File: src/rtl/sram16_burst_responder.sv
// sram16_burst_responder: serves BURST_LENGTH-word read/write bursts from a 256K x 16 async SRAM.
// Optional feature macro SRAM_POWERDOWN_EN: when defined, chip enable is released while idle.
module sram16_burst_responder #(
    parameter int BURST_LENGTH = 8,
    parameter int WAIT_STATES  = 1
) (
    input  logic        clk,
    input  logic        reset,
    input  logic [31:0] mem_address,
    input  logic [15:0] to_mem,
    output logic [15:0] from_mem,
    input  logic        mem_req,
    input  logic        mem_wren,
    output logic        mem_ready,
    output logic        mem_valid,
    output logic [2:0]  mem_offset,
    output logic [17:0] sram_addr,
    input  logic [15:0] sram_dq_in,
    output logic [15:0] sram_dq_out,
    output logic        sram_dq_oe,
    output logic        sram_we_n,
    output logic        sram_oe_n,
    output logic        sram_ce_n,
    output logic        sram_ub_n,
    output logic        sram_lb_n
);
    typedef enum logic [2:0] {IDLE, ACCEPT, RSETUP, RSTROBE, WLATCH, WSTROBE, WRECOVER} state_t;
    state_t state, next;
    logic [17:0] base;
    logic        dir;
    logic [3:0]  k;
    logic [3:0]  cnt;
    logic        rvalid;
    logic        last, rdone, wdone;
    logic        unused_addr;
    assign unused_addr = ^mem_address[31:18];
    assign last  = k == 4'(BURST_LENGTH - 1);
    // read strobe spans the access window plus one sample cycle so a read word costs the same as a write word
    assign rdone = cnt == 4'(WAIT_STATES + 1);
    assign wdone = cnt == 4'(WAIT_STATES);
    // state register; async reset aborts any burst immediately
    always_ff @(posedge clk or posedge reset) begin
        if (reset) state <= IDLE;
        else state <= next;
    end
    // next-state logic
    always_comb begin
        next = state;
        case (state)
            IDLE:     next = mem_req ? ACCEPT : IDLE;
            ACCEPT:   next = dir ? WLATCH : RSETUP;
            RSETUP:   next = RSTROBE;
            RSTROBE:  next = rdone ? (last ? IDLE : RSETUP) : RSTROBE;
            WLATCH:   next = WSTROBE;
            WSTROBE:  next = wdone ? WRECOVER : WSTROBE;
            WRECOVER: next = last ? IDLE : WLATCH;
            default:  next = IDLE;
        endcase
    end
    // burst context, strobe timer and data registers
    always_ff @(posedge clk or posedge reset) begin
        if (reset) begin
            base        <= '0;
            dir         <= 1'b0;
            k           <= '0;
            cnt         <= '0;
            rvalid      <= 1'b0;
            from_mem    <= '0;
            sram_dq_out <= '0;
        end else begin
            cnt    <= (next == state) ? cnt + 4'd1 : 4'd0;
            rvalid <= state == RSTROBE && rdone;
            if (state == IDLE && mem_req) begin
                base <= mem_address[17:0];
                dir  <= mem_wren;
                k    <= '0;
            end
            if (state == RSTROBE && rdone) begin
                from_mem <= sram_dq_in;
                k        <= k + 4'd1;
            end
            if (state == WRECOVER) k <= k + 4'd1;
            if (state == WLATCH) sram_dq_out <= to_mem;
        end
    end
    // outputs decoded from state; read and write strobe sets are disjoint so oe_n and dq_oe never overlap
    always_comb begin
        mem_ready  = state == ACCEPT;
        mem_valid  = rvalid || state == WRECOVER;
        mem_offset = !mem_valid ? 3'd0 : (state == WRECOVER) ? 3'(k + 4'd1) : 3'(k - 4'd1);
        sram_addr  = base + {14'd0, k};
        sram_oe_n  = !(state == RSETUP || state == RSTROBE);
        sram_we_n  = state != WSTROBE;
        sram_dq_oe = state == WSTROBE || state == WRECOVER;
        sram_ub_n  = 1'b0;
        sram_lb_n  = 1'b0;
`ifdef SRAM_POWERDOWN_EN
        sram_ce_n  = state == IDLE;
`else
        sram_ce_n  = 1'b0;
`endif
    end
endmodule

File: config.mk
export PLATFORM = sky130hd
export DESIGN_NAME = sram16_burst_responder
export DESIGN_NICKNAME = d
export VERILOG_FILES = /design/src/rtl/sram16_burst_responder.sv
export SDC_FILE = /design/constraint.sdc
export NUM_CORES = 1
export LEC_CHECK = 0
export CORE_MARGIN = 10
export CORE_UTILIZATION = 43
export DETAILED_ROUTE_END_ITERATION = 12
export GPL_ROUTABILITY_DRIVEN = 1
export PLACE_DENSITY = 0.89
export SLEW_MARGIN = 20
export SYNTH_ARGS = -nofsm -noshare
export SYNTH_HDL_FRONTEND = slang
export SYNTH_SLANG_ARGS = --single-unit
File: constraint.sdc
create_clock -name clk -period 2.5 [get_ports clk]
set_clock_uncertainty 0.15 [all_clocks]
set_input_delay 0.5 -clock clk [delete_from_list [all_inputs] [get_ports clk]]
set_output_delay 0.5 -clock clk [all_outputs]
set_load 0.01 [all_outputs]
# Yosys cells after proc, flatten, opt, wreduce, memory -nomap -nowiden
# Index checks and enable logic that the tools add are counted.
[totals]
out_inout_bits = 61
ff_bits = 63
wordCells = 44
input_bits = 68
[op_classes]
add_sub_neg = 4
n_reduce_logical = 8
eq_ne = 11
muxes = 13
[op_table]
columns = ["operator", "count"]
rows = [
  ["one-hot mux 3 bit (7 select lines)", 1],
  ["adder 18 x 4 -> 18 bit", 1],
  ["two-way mux 4 bit", 4],
  ["two-way mux 3 bit", 4],
  ["equality test 3 bit (second input constant)", 3],
  ["adder 4 x 1 -> 4 bit (second input constant)", 2],
  ["equality test 3 x 2 -> 1 bit (second input constant)", 2],
  ["two-way mux 2 bit", 3],
  ["equality test 4 x 1 -> 1 bit (second input constant)", 1],
  ["equality test 4 x 2 -> 1 bit (second input constant)", 1],
  ["equality test 4 x 3 -> 1 bit (second input constant)", 1],
  ["equality test 3 x 1 -> 1 bit (second input constant)", 1],
  ["equality test 3 bit", 1],
  ["zero test 3 bit", 1],
  ["logical OR 1 bit", 3],
  ["inequality test 3 bit (second input constant)", 1],
  ["nonzero test 3 bit", 1],
  ["subtractor 3 x 1 -> 3 bit (second input constant)", 1],
  ["logical AND 1 bit", 2],
  ["zero test 1 bit", 1],
  ["two-way mux 1 bit", 1],
]

# Logic depth before layout (Yosys ltp)
# Gate-level depths: netlist (run 1).
[logic_depth]
ltp_word = 6
depth_mapped = 7
depth_no_buf = 7

# Worst setup path after synthesis (run 1)
# No wires, ideal clock.
[synth_path]
kind = "register -> output"
from = "reg k[0]"
to = "out sram_addr[8]"
path_buffers = 0
required_time_ps = 1850
stages_incl_launch_ff = 8
path_slack_ps = 113
t_arrival_ps = 1737
cell_sequence = "dfrtp_1 > ha_1 > inv_1 > fa_1 > nor2b_1 > o31a_1 > nand4_1 > xnor2_1"
[synth_between]
elab_chain_cells = 1
[synth_lines]
columns = ["item", "line_no", "rtl"]
rows = [
  ["from (decl)", "31", "logic [3:0] k;"],
  ["from (signal assigned)", "80", "k <= k + 4'd1;"],
  ["from (signal assigned)", "82", "if (state == WRECOVER) k <= k + 4'd1;"],
  ["adder 18 x 4 -> 18 bit", "91", "sram_addr = base + {14'd0, k};"],
  ["to (decl)", "17", "output logic [17:0] sram_addr,"],
]
# No other way between the ends.

# Worst setup path after layout (run 1)
[layout_path]
from = "reg k[0]"
to = "out sram_addr[16]"
# Same word-level chain as after synthesis.

==> results of run 1 <==
cells by family after synthesis:
logic type | after synthesis | synth area share (%)
XOR/XNOR | 18 | 4.96
flip-flops | 63 | 49.6
buffers and inverters | 27 | 4.69
other | 1 | 0.118
multiplexers | 34 | 13.1
adder cells (fa/ha/maj) | 10 | 4.17
AO/OA/AOI/OAI | 28 | 6.22
AND/OR/NAND/NOR | 115 | 17.1
layout make-up:
| cell class | instances | area, um^2 |
|---|---|---|
| sequential | 63 | 1580 |
| timing repair buffer | 153 | 1380 |
| multi-input combinational | 208 | 1560 |
| inverter | 11 | 41.3 |
| fill | 541 | 2330 |
| clock buffer | 11 | 141 |
| tap | 99 | 124 |
| clock inverter | 5 | 57.6 |
flip-flops by register name, indices dropped and copies added, names as in the netlist:
signal / count
dir: 1
base: 18
from_mem: 16
k: 4
state: 3
sram_dq_out: 16
cnt: 4
rvalid: 1
path summary, 6_finish.rpt:
check	end	depth (start not counted)
max	sram_addr[16]	10
min	sram_dq_out[7]	1
max reg2reg	from_mem[5]	6
min reg2reg	sram_dq_out[7]	1
max in group asynchronous	from_mem[5]	3
min in group asynchronous	base[15]	3
metal layers:
layer,vias up,global-route usage (%),part of all wire [%]
li1,1296,-,-
met1,1351,16.9,37
met2,116,28.7,52
met3,20,6.82,8.8
met4,0,6.00,2.2
met5,-,0,0
placed cells by master, fill, tap and decap left out, drive strengths merged, types with 7 or more instances in the layout:
master and count:
a21oi 7, buf 57, clkbuf 13, clkdlybuf4s50 91
dfrtp 63, ha 9, inv 11, mux2 33
nand2 67, nand3 7, o21ai 7, xnor2 15
power by group through the flow:
stage	logic [W]	clock network, W	registers (W)
floorplan	0.00134	0	0.00192
global placement	0.00301	0	0.00176
detailed placement	0.00311	0	0.00180
CTS	0.00309	0.000890	0.00179
global route	0.00349	0.000943	0.00188
finish	0.00320	0.000879	0.00182
worst max-delay path, cell delays in order, from the launching register on:
cell	delay, ns
dfrtp_1	0.37
ha_2	0.19
inv_2	0.04
fa_2	0.37
nor2b_4	0.13
o31a_1	0.22
buf_4	0.16
buf_6	0.09
nand3_2	0.07
xnor2_2	0.15
buf_2	0.14
timing repair:
| action | 4_1_cts | 5_1_grt |
|---|---|---|
| pin swaps | 12 | 11 |
| resized for setup | 79 | 17 |
| buffers inserted | 12 | 4 |
| endpoints found under the setup margin | 20 | 19 |
stage by stage:
step           TNS [ns]  setup WS [ns]  cell area (um^2)  util (%)  hold slack (ns)
2_1_floorplan         0          0.113              3180         -            0.302
3_3_place_gp      -3.81         -0.354              4520      62.6            0.315
6_report          -4.36         -0.396              4880      67.7            0.341
4_1_cts           -3.67         -0.386              4770      66.1            0.341
5_1_grt           -5.64         -0.534              4880      67.7            0.354
3_5_place_dp      -4.58         -0.444              4520      62.6            0.325
==> impl_metrics.csv, run 1 <==
group,metric,value,unit
route,antenna_left,0,
setup_path,worst-path-max-fanout,4,
placed_design,place_inst,518,
clocking,cts.clk_slew.worst_paths,0.07,ns
clocking,h-tree-depth,3,
yosys,synth-edff-count,0,
clocking,cts_tree,"done",
yosys,synth.area.top_cells,"dfrtp_1 (50%), nand2_1 (7.9%), mux2_2 (5.0%), mux2_4 (4.3%), xnor2_1 (4.1%)",
route,first_pass_iters,4,
final_layout,area_delta_synth_final,53.8,%
floorplanning,core_area,7210,um^2
yosys,yosysWarnings,0,
clocking,clk_latency,0.32,ns
final_layout,num_antenna_cells,0,
floorplanning,rows,31,
setup_path,r2r_slack,0.49,ns
yosys,synth.avg_cell_area,10.7,um^2
timing,finalCritPeriodShare,116,%
power_and_ir_drop,comb_power_share,54.3,%
floorplanning,die_height,106,um
timing,rsz0062_at_grt,"yes",
setup_path,critical_path_class,"reg2out",
yosys,synthesis.area,3180,um^2
setup_path,cp-end-kind,"primary output",
yosys,synth_top_cell_by_area,"dfrtp_1",
floorplanning,die_area,11200,um^2
job,max_cap_viol_count,0,
yosys,synthTopCellsByCount,"nand2_1 (67), dfrtp_1 (63), xnor2_1 (15)",
final_layout,final_layout_size_suffix_gt1_share,25.7,%
floorplanning,start_util,44.0,%
min_path,min_from,"sram_dq_out[7]",
final_layout,instances_no_fill,550,
yosys,yosysMostFrequentCell,"nand2_1",
floorplanning,fp.dieW,106,um
clocking,cts_buffer_depth,2,
final_layout,nets,524,
clocking,root_buffer,"clkbuf_8",
setup_path,cp-start-kind,"flip-flop",
timing,timing.fmax,345,MHz
route,wl_per_cell,17.6,um
route,route.detailed.drc,0,
timing,finalMaxSlewViolations,0,
setup_path,cp.required,1.85,ns
power_and_ir_drop,leakage,2.31,nW
grt,grt_util_all_layers,16.3,%
grt,grt_overflow,0,
yosys,async_flop_share,100,%
timing,finalSetupViolations,14,
clocking,holdBufCountCts,0,
grt,grt_max_degree,64,
yosys,synth_cells,296,
timing,min_period,2.90,ns
placed_design,dp_hpwl,6660,um
timing,hold_violations,0,
power_and_ir_drop,powerDensity,1210,nW/um^2
setup_path,startpoint,"k[0]",
setup_path,worstReg2RegStart,"cnt[0]",
route,avgViaCountPerCell,5.06,
status,violations,"setup timing",
power_and_ir_drop,peakVddDrop,616,uV
grt,antenna_found_initial,0,
placed_design,numPortBuffers,111,
timing,layout_setup_ws,-0.396,ns
grt,grt_pass1_vias,3025,
placed_design,gp_congestion,0.830,
yosys,ys_seq_elements,63,
route,via_count,2783,
power_and_ir_drop,power.internal,0.00374,W
yosys,synth_ff_type,"dfrtp_1",
setup_path,worstPathArrival,2.25,ns
power_and_ir_drop,power.share.sequential,30.8,%
status,status,"finished, violations left",
yosys,yosys.area.top_type_share,49.6,%
route,drtIter0Drc,119,
yosys,ys_seq_area_share,49.6,%
route,drt-total-wl,9660,um
power_and_ir_drop,switching_share,36.6,%
power_and_ir_drop,p_total,0.00591,W
grt,grt_pass1_wl,15000,um
min_path,hold_path.class,"reg2reg",
floorplanning,io_pins,129,
power_and_ir_drop,switching_power,0.00216,W
power_and_ir_drop,p_clk_share,14.9,%
clocking,cts.sinks,63,
yosys,synth_cell_types,49,
clocking,cts_buffers,9,
Power figures use the tool's default switching activity.
==> inputs of run 2 (changes only) <==
--- a/config.mk
+++ b/config.mk
@@ -9,8 +9,10 @@
 export CORE_UTILIZATION = 43
 export DETAILED_ROUTE_END_ITERATION = 12
 export GPL_ROUTABILITY_DRIVEN = 1
+export HOLD_SLACK_MARGIN = 0.12
 export PLACE_DENSITY = 0.89
-export SLEW_MARGIN = 20
+export SLEW_MARGIN = 25
 export SYNTH_ARGS = -nofsm -noshare
 export SYNTH_HDL_FRONTEND = slang
 export SYNTH_SLANG_ARGS = --single-unit
+export TNS_END_PERCENT = 20
==> run 2 against run 1 <==
Net effect: the flow still finishes with violations (setup timing); power down 2.3%; utilization down 1.5 points; routed wire length down 4.6%; combinational power down 4%; final cell count down 1.5%; critical path depth unchanged; count of clock-buffer cells in the layout unchanged; setup slack worse by 0.0025 ns; sequential power about the same; register-to-register slack about the same; via count down 1.5%; largest power group unchanged.
==> impl_metrics.csv, run 2 (synthesis gave the netlist of run 1 again) <==
group,metric,value,unit
setup_path,critical_path.top_delay_family,"adder cells",
final_layout,final_cell_mix,"clkdlybuf4s50_1 (91), nand2_1 (67), dfrtp_1 (63), buf_4 (29), buf_2 (15)",
timing,tns,-3.87,ns
power_and_ir_drop,leakage,2.20,nW
floorplanning,io_pins,129,
clocking,cts.sinks,63,
grt,grt_pass1_wl,14800,um
floorplanning,rows,31,
placed_design,numPortBuffers,111,
setup_path,cpMostUsedCell,"buf_6",
route,first_pass_iters,4,
status,status,"finished, violations left",
setup_path,slowest_stage,"dfrtp_1",
clocking,root_buffer,"clkbuf_8",
timing,finalCritPeriodShare,116,%
clocking,cts.clk_slew.worst_paths,0.07,ns
status,violations,"setup timing",
min_path,hold_path.class,"reg2reg",
final_layout,final_layout_size_suffix_gt1_share,23.5,%
final_layout,area_delta_synth_final,50.4,%
final_layout,mostFrequentLayoutCell,"clkdlybuf4s50_1",
power_and_ir_drop,powerDensity,1210,nW/um^2
route,antenna_left,0,
setup_path,path_cells,"ha_2 -> inv_2 -> fa_2 -> nor2b_4 -> o31a_1 -> buf_6 -> buf_6 -> nand3_4 -> xnor2_2 -> buf_2",
final_layout,top_register,"base",
route,drt-total-wl,9210,um
timing,finalMaxSlewViolations,0,
timing,timing.fmax,345,MHz
grt,grt_pass1_vias,3006,
setup_path,cp-start-kind,"flip-flop",
grt,grt_overflow,0,
final_layout,largest_reg_flops,18,
setup_path,critical_path_class,"reg2out",
clocking,h-tree-depth,3,
final_layout,num_antenna_cells,0,
clocking,cts_buffer_depth,2,
job,max_cap_viol_count,0,
setup_path,worstPathArrival,2.25,ns
floorplanning,start_util,44.0,%
route,drtIter0Drc,101,
timing,rsz0062_at_grt,"yes",
setup_path,r2r_slack,0.48,ns
floorplanning,die_height,106,um
timing,finalSetupViolations,14,
route,route.detailed.drc,0,
route,wl_per_cell,17.0,um
setup_path,cp-end-kind,"primary output",
floorplanning,die_area,11200,um^2
setup_path,cp.required,1.85,ns
timing,hold_violations,0,
setup_path,worst-path-max-fanout,4,
final_layout,largestRegisters,"base x18, from_mem x16, sram_dq_out x16",
route,avgViaCountPerCell,5.06,
setup_path,worst_path_largest_cell_delay,0.36,ns
grt,antenna_found_initial,0,
route,via_count,2742,
placed_design,dp_hpwl,6660,um
clocking,clk_latency,0.32,ns
placed_design,gp_congestion,0.830,
timing,layout_setup_ws,-0.399,ns
grt,grt_max_degree,64,
floorplanning,fp.dieW,106,um
final_layout,nets,516,
power_and_ir_drop,peakVddDrop,614,uV
timing,min_period,2.90,ns
floorplanning,core_area,7210,um^2
clocking,cts_tree,"done",
timing,holdWs,0.341,ns
grt,grt_util_all_layers,16.0,%
clocking,cts_buffers,9,
setup_path,cp_num_buf_inv,4,
[run 2: cell types whose count changed in the layout (fill, tap and decap cells not counted), sizes merged]
cell,previous run,this run
buf,57,49
dlygate4sd2,2,3
dlymetal6s2s,1,0
[run 2: worst reg2reg max path: cells and delay by family (launching register included)]
kind	cells	cell delay (ns)
multiplexers	1	0.32
AND/OR/NAND/NOR	2	0.51
flip-flops	1	0.42
buffers and inverters	2	0.30
adder cells (fa/ha/maj)	1	0.19
[run 2: cell type report]
cell class,count,area [um^2]
clock buffers,11,141
clock inverters,5,57.6
fillers,562,2440
inverters,11,41.3
multi-input cells,208,1530
flip-flops and latches,63,1580
well taps,99,124
repair buffers,145,1310
[run 2: per-stage QoR]
stage,instance area [um^2],util (%),std cells,setup WS (ns),power (W)
floorplan,3180,-,298,0.113,0.00326
global placement,4520,62.6,518,-0.354,0.00477
detailed placement,4520,62.6,518,-0.444,0.00491
CTS,4740,65.8,541,-0.386,0.00575
global route,4780,66.2,542,-0.574,0.00618
finish,4780,66.2,542,-0.399,0.00577
[run 2: metal layers]
metal	GRT usage (%)	share of wire, %	routed length (um)
met2	28.4	53	4840
met3	6.64	9.1	839
met4	5.90	1.8	168
met1	16.6	37	3360
met5	0	0	0
[run 2: power breakdown]
part           internal [W]  leakage [nW]  switching (W)
clock network      0.000486        0.0916       0.000390
registers           0.00149         0.770       0.000313
logic               0.00169          1.34        0.00139
total               0.00367          2.20        0.00210
[run 2: repair_timing]
item | in CTS | in global routing
hold buffers | 0 | 0
gates resized for setup | 75 | 12
setup endpoints to repair | 20 | 18
pin swaps | 9 | 8
buffers inserted | 7 | 1
[run 2: worst paths after layout]
kind / from / endpoint / cells past startpoint
max in group asynchronous: reset / from_mem[5] / 3
setup / recovery: base[0] / sram_addr[16] / 10
min in group asynchronous: reset / sram_dq_out[14] / 3
hold reg to reg: sram_dq_out[7] / sram_dq_out[7] / 1
setup reg to reg: cnt[0] / from_mem[5] / 6
hold / removal: sram_dq_out[7] / sram_dq_out[7] / 1
==> inputs of run 3 (changes only) <==
--- a/config.mk
+++ b/config.mk
@@ -5,6 +5,7 @@
 export SDC_FILE = /design/constraint.sdc
 export NUM_CORES = 1
 export LEC_CHECK = 0
+export CORE_ASPECT_RATIO = 2
 export CORE_MARGIN = 10
 export CORE_UTILIZATION = 43
 export DETAILED_ROUTE_END_ITERATION = 12
==> run 3 against run 2 <==
Net effect: the run still ends with setup timing left; sequential share of layout area decreased by 0.19 points; combinational power decreased by 4%; count of clock-buffer cells in the layout increased by 1; die area increased by 1.9%; via count decreased by 2.7%; sequential power about the same; maximum frequency increased by 4.5%; sequential cell count unchanged; setup slack improved by 0.13 ns; worst hold slack got worse by 0.0076 ns; global-route usage increased by 0.54 points; power increased by 6.6%; highest routed layer unchanged.
==> impl_metrics.csv, run 3 (synthesis gave the netlist of run 1 again) <==
group,metric,value,unit
placed_design,dp_hpwl,6940,um
power_and_ir_drop,p_total,0.00615,W
timing,min_period,2.77,ns
placed_design,gp_congestion,0.871,
floorplanning,fp.dieW,80.8,um
route,wl_per_cell,17.5,um
final_layout,fin_area,4800,um^2
final_layout,mostFrequentLayoutCell,"clkdlybuf4s50_1",
final_layout,final_cell_mix,"clkdlybuf4s50_1 (90), nand2_1 (67), dfrtp_1 (63), buf_4 (23), buf_2 (15)",
final_layout,final_layout_size_suffix_gt1_share,21.7,%
placed_design,numPortBuffers,111,
grt,grt_pass1_wl,14600,um
setup_path,path_cells,"ha_2 -> inv_2 -> fa_2 -> nor2b_2 -> o31a_1 -> buf_6 -> nand4_1 -> xnor2_1 -> buf_2",
clocking,root_buffer,"clkbuf_16",
grt,grt_pass1_vias,2880,
final_layout,area_delta_synth_final,51.2,%
job,max_cap_viol_count,0,
clocking,cts_buffers,9,
route,route.detailed.drc,0,
clocking,cts.clk_slew.worst_paths,0.05,ns
setup_path,worstPathArrival,2.12,ns
clocking,cts.sinks,63,
setup_path,worst_path_largest_cell_delay,0.37,ns
grt,grt_overflow,0,
clocking,cts_tree,"done",
floorplanning,rows,44,
route,drtIter0Drc,163,
setup_path,cp-end-kind,"primary output",
power_and_ir_drop,leakage,2.26,nW
min_path,hold_path.class,"reg2reg",
timing,tns,-2.79,ns
timing,holdWs,0.334,ns
power_and_ir_drop,power.share.sequential,29.3,%
clocking,cts_buffer_depth,2,
power_and_ir_drop,peakVddDrop,777,uV
timing,finalSetupViolations,14,
timing,worst_slew_pin_slew,0.547,ns
route,avgViaCountPerCell,5.08,
floorplanning,io_pins,129,
final_layout,largestRegisters,"base x18, from_mem x16, sram_dq_out x16",
timing,finalCritPeriodShare,111,%
setup_path,cp-start-kind,"flip-flop",
placed_design,place_inst,507,
route,first_pass_iters,4,
grt,antenna_found_initial,0,
power_and_ir_drop,comb_power_share,48.4,%
timing,layout_setup_ws,-0.273,ns
clocking,holdBufCountCts,0,
floorplanning,die_area,11400,um^2
setup_path,slowest_stage,"fa_2",
setup_path,critical_path_class,"reg2out",
power_and_ir_drop,powerDensity,1280,nW/um^2
final_layout,fillCellCount,537,
timing,timing.fmax,361,MHz
route,drt-total-wl,9190,um
floorplanning,core_area,7210,um^2
power_and_ir_drop,switching_power,0.00209,W
clocking,clk_latency,0.33,ns
status,status,"finished, violations left",
final_layout,instances_no_fill,525,
final_layout,nets,507,
timing,hold_violations,0,
final_layout,num_antenna_cells,0,
power_and_ir_drop,power.internal,0.00406,W
final_layout,top_register,"base",
timing,finalMaxSlewViolations,0,
placed_design,placed_area,4480,um^2
final_layout,largest_reg_flops,18,
power_and_ir_drop,switching_share,34.0,%
setup_path,cp.required,1.85,ns
route,antenna_left,0,
floorplanning,start_util,44.0,%
clocking,h-tree-depth,3,
grt,grt_util_all_layers,16.6,%
route,via_count,2668,
floorplanning,die_height,142,um
power_and_ir_drop,p_clk_share,22.4,%
grt,grt_max_degree,41,
timing,rsz0062_at_grt,"yes",
timing,slew_headroom,63.0,%
status,violations,"setup timing",
setup_path,worst-path-max-fanout,7,
run 3: cell count changes in the layout (fill, tap and decap cells not counted), moves of 2 or more:
cell / delta
clkbuf_16: +9
nand3_2: +2
buf_6: -3
buf_4: -6
dlymetal6s2s_1: +2
clkbuf_8: -7
clkinvlp_4: -3
run 3: through the flow:
step	setup WS, ns	util (%)
detailed placement	-0.436	62.1
global route	-0.341	66.6
global placement	-0.374	62.1
CTS	-0.233	66.1
finish	-0.273	66.6
floorplan	0.113	-
run 3: power by group through the flow:
stage / logic, W / clock network, W / registers (W)
final: 0.00297 / 0.00137 / 0.00180
after CTS: 0.00297 / 0.00139 / 0.00179
after floorplan: 0.00134 / 0 / 0.00192
after global routing: 0.00326 / 0.00144 / 0.00186
after detailed placement: 0.00308 / 0 / 0.00180
after global placement: 0.00298 / 0 / 0.00176
run 3: worst paths after layout:
check | from | end | slack, ns | depth (start not counted)
max | k[0] | sram_addr[12] | -0.27 | 9
min | sram_dq_out[8] | sram_dq_out[8] | 0.33 | 1
max reg2reg | cnt[0] | k[2] | 0.55 | 6
min reg2reg | sram_dq_out[8] | sram_dq_out[8] | 0.33 | 1
max in group asynchronous | reset | cnt[2] | 1.21 | 3
min in group asynchronous | reset | from_mem[2] | 0.40 | 2
run 3: timing repair:
action | CTS | global route
resized for setup | 68 | 14
setup endpoints to repair | 19 | 20
pin swaps | 7 | 8
setup buffers | 2 | 1
run 3: critical path: cells and delay by family (launching register included):
kind | cells | cell delay, ns
xor gates and xnor gates | 1 | 0.16
buffers and inverters | 3 | 0.32
and+or+nand+nor | 2 | 0.24
AOI/OAI and AO/OA | 1 | 0.14
DFF | 1 | 0.36
adders and majority gates | 2 | 0.56
run 3: cell type report:
class / count / area, um^2 / share of cell area (%)
clock buffer: 12 / 267 / 5.55
clock inverter: 3 / 65.1 / 1.35
inverter: 11 / 41.3 / 0.859
multi-input combinational: 208 / 1510 / 31.4
sequential: 63 / 1580 / 32.8
tap: 92 / 115 / 2.40
timing repair buffer: 136 / 1230 / 25.7
run 3: layer usage:
metal	up-vias	routed length [um]	global-route usage, %
met3	16	748	7.15
met2	92	5160	29.4
met4	0	203	6.42
met1	1297	3080	16.1
li1	1263	-	-
met5	-	0	0
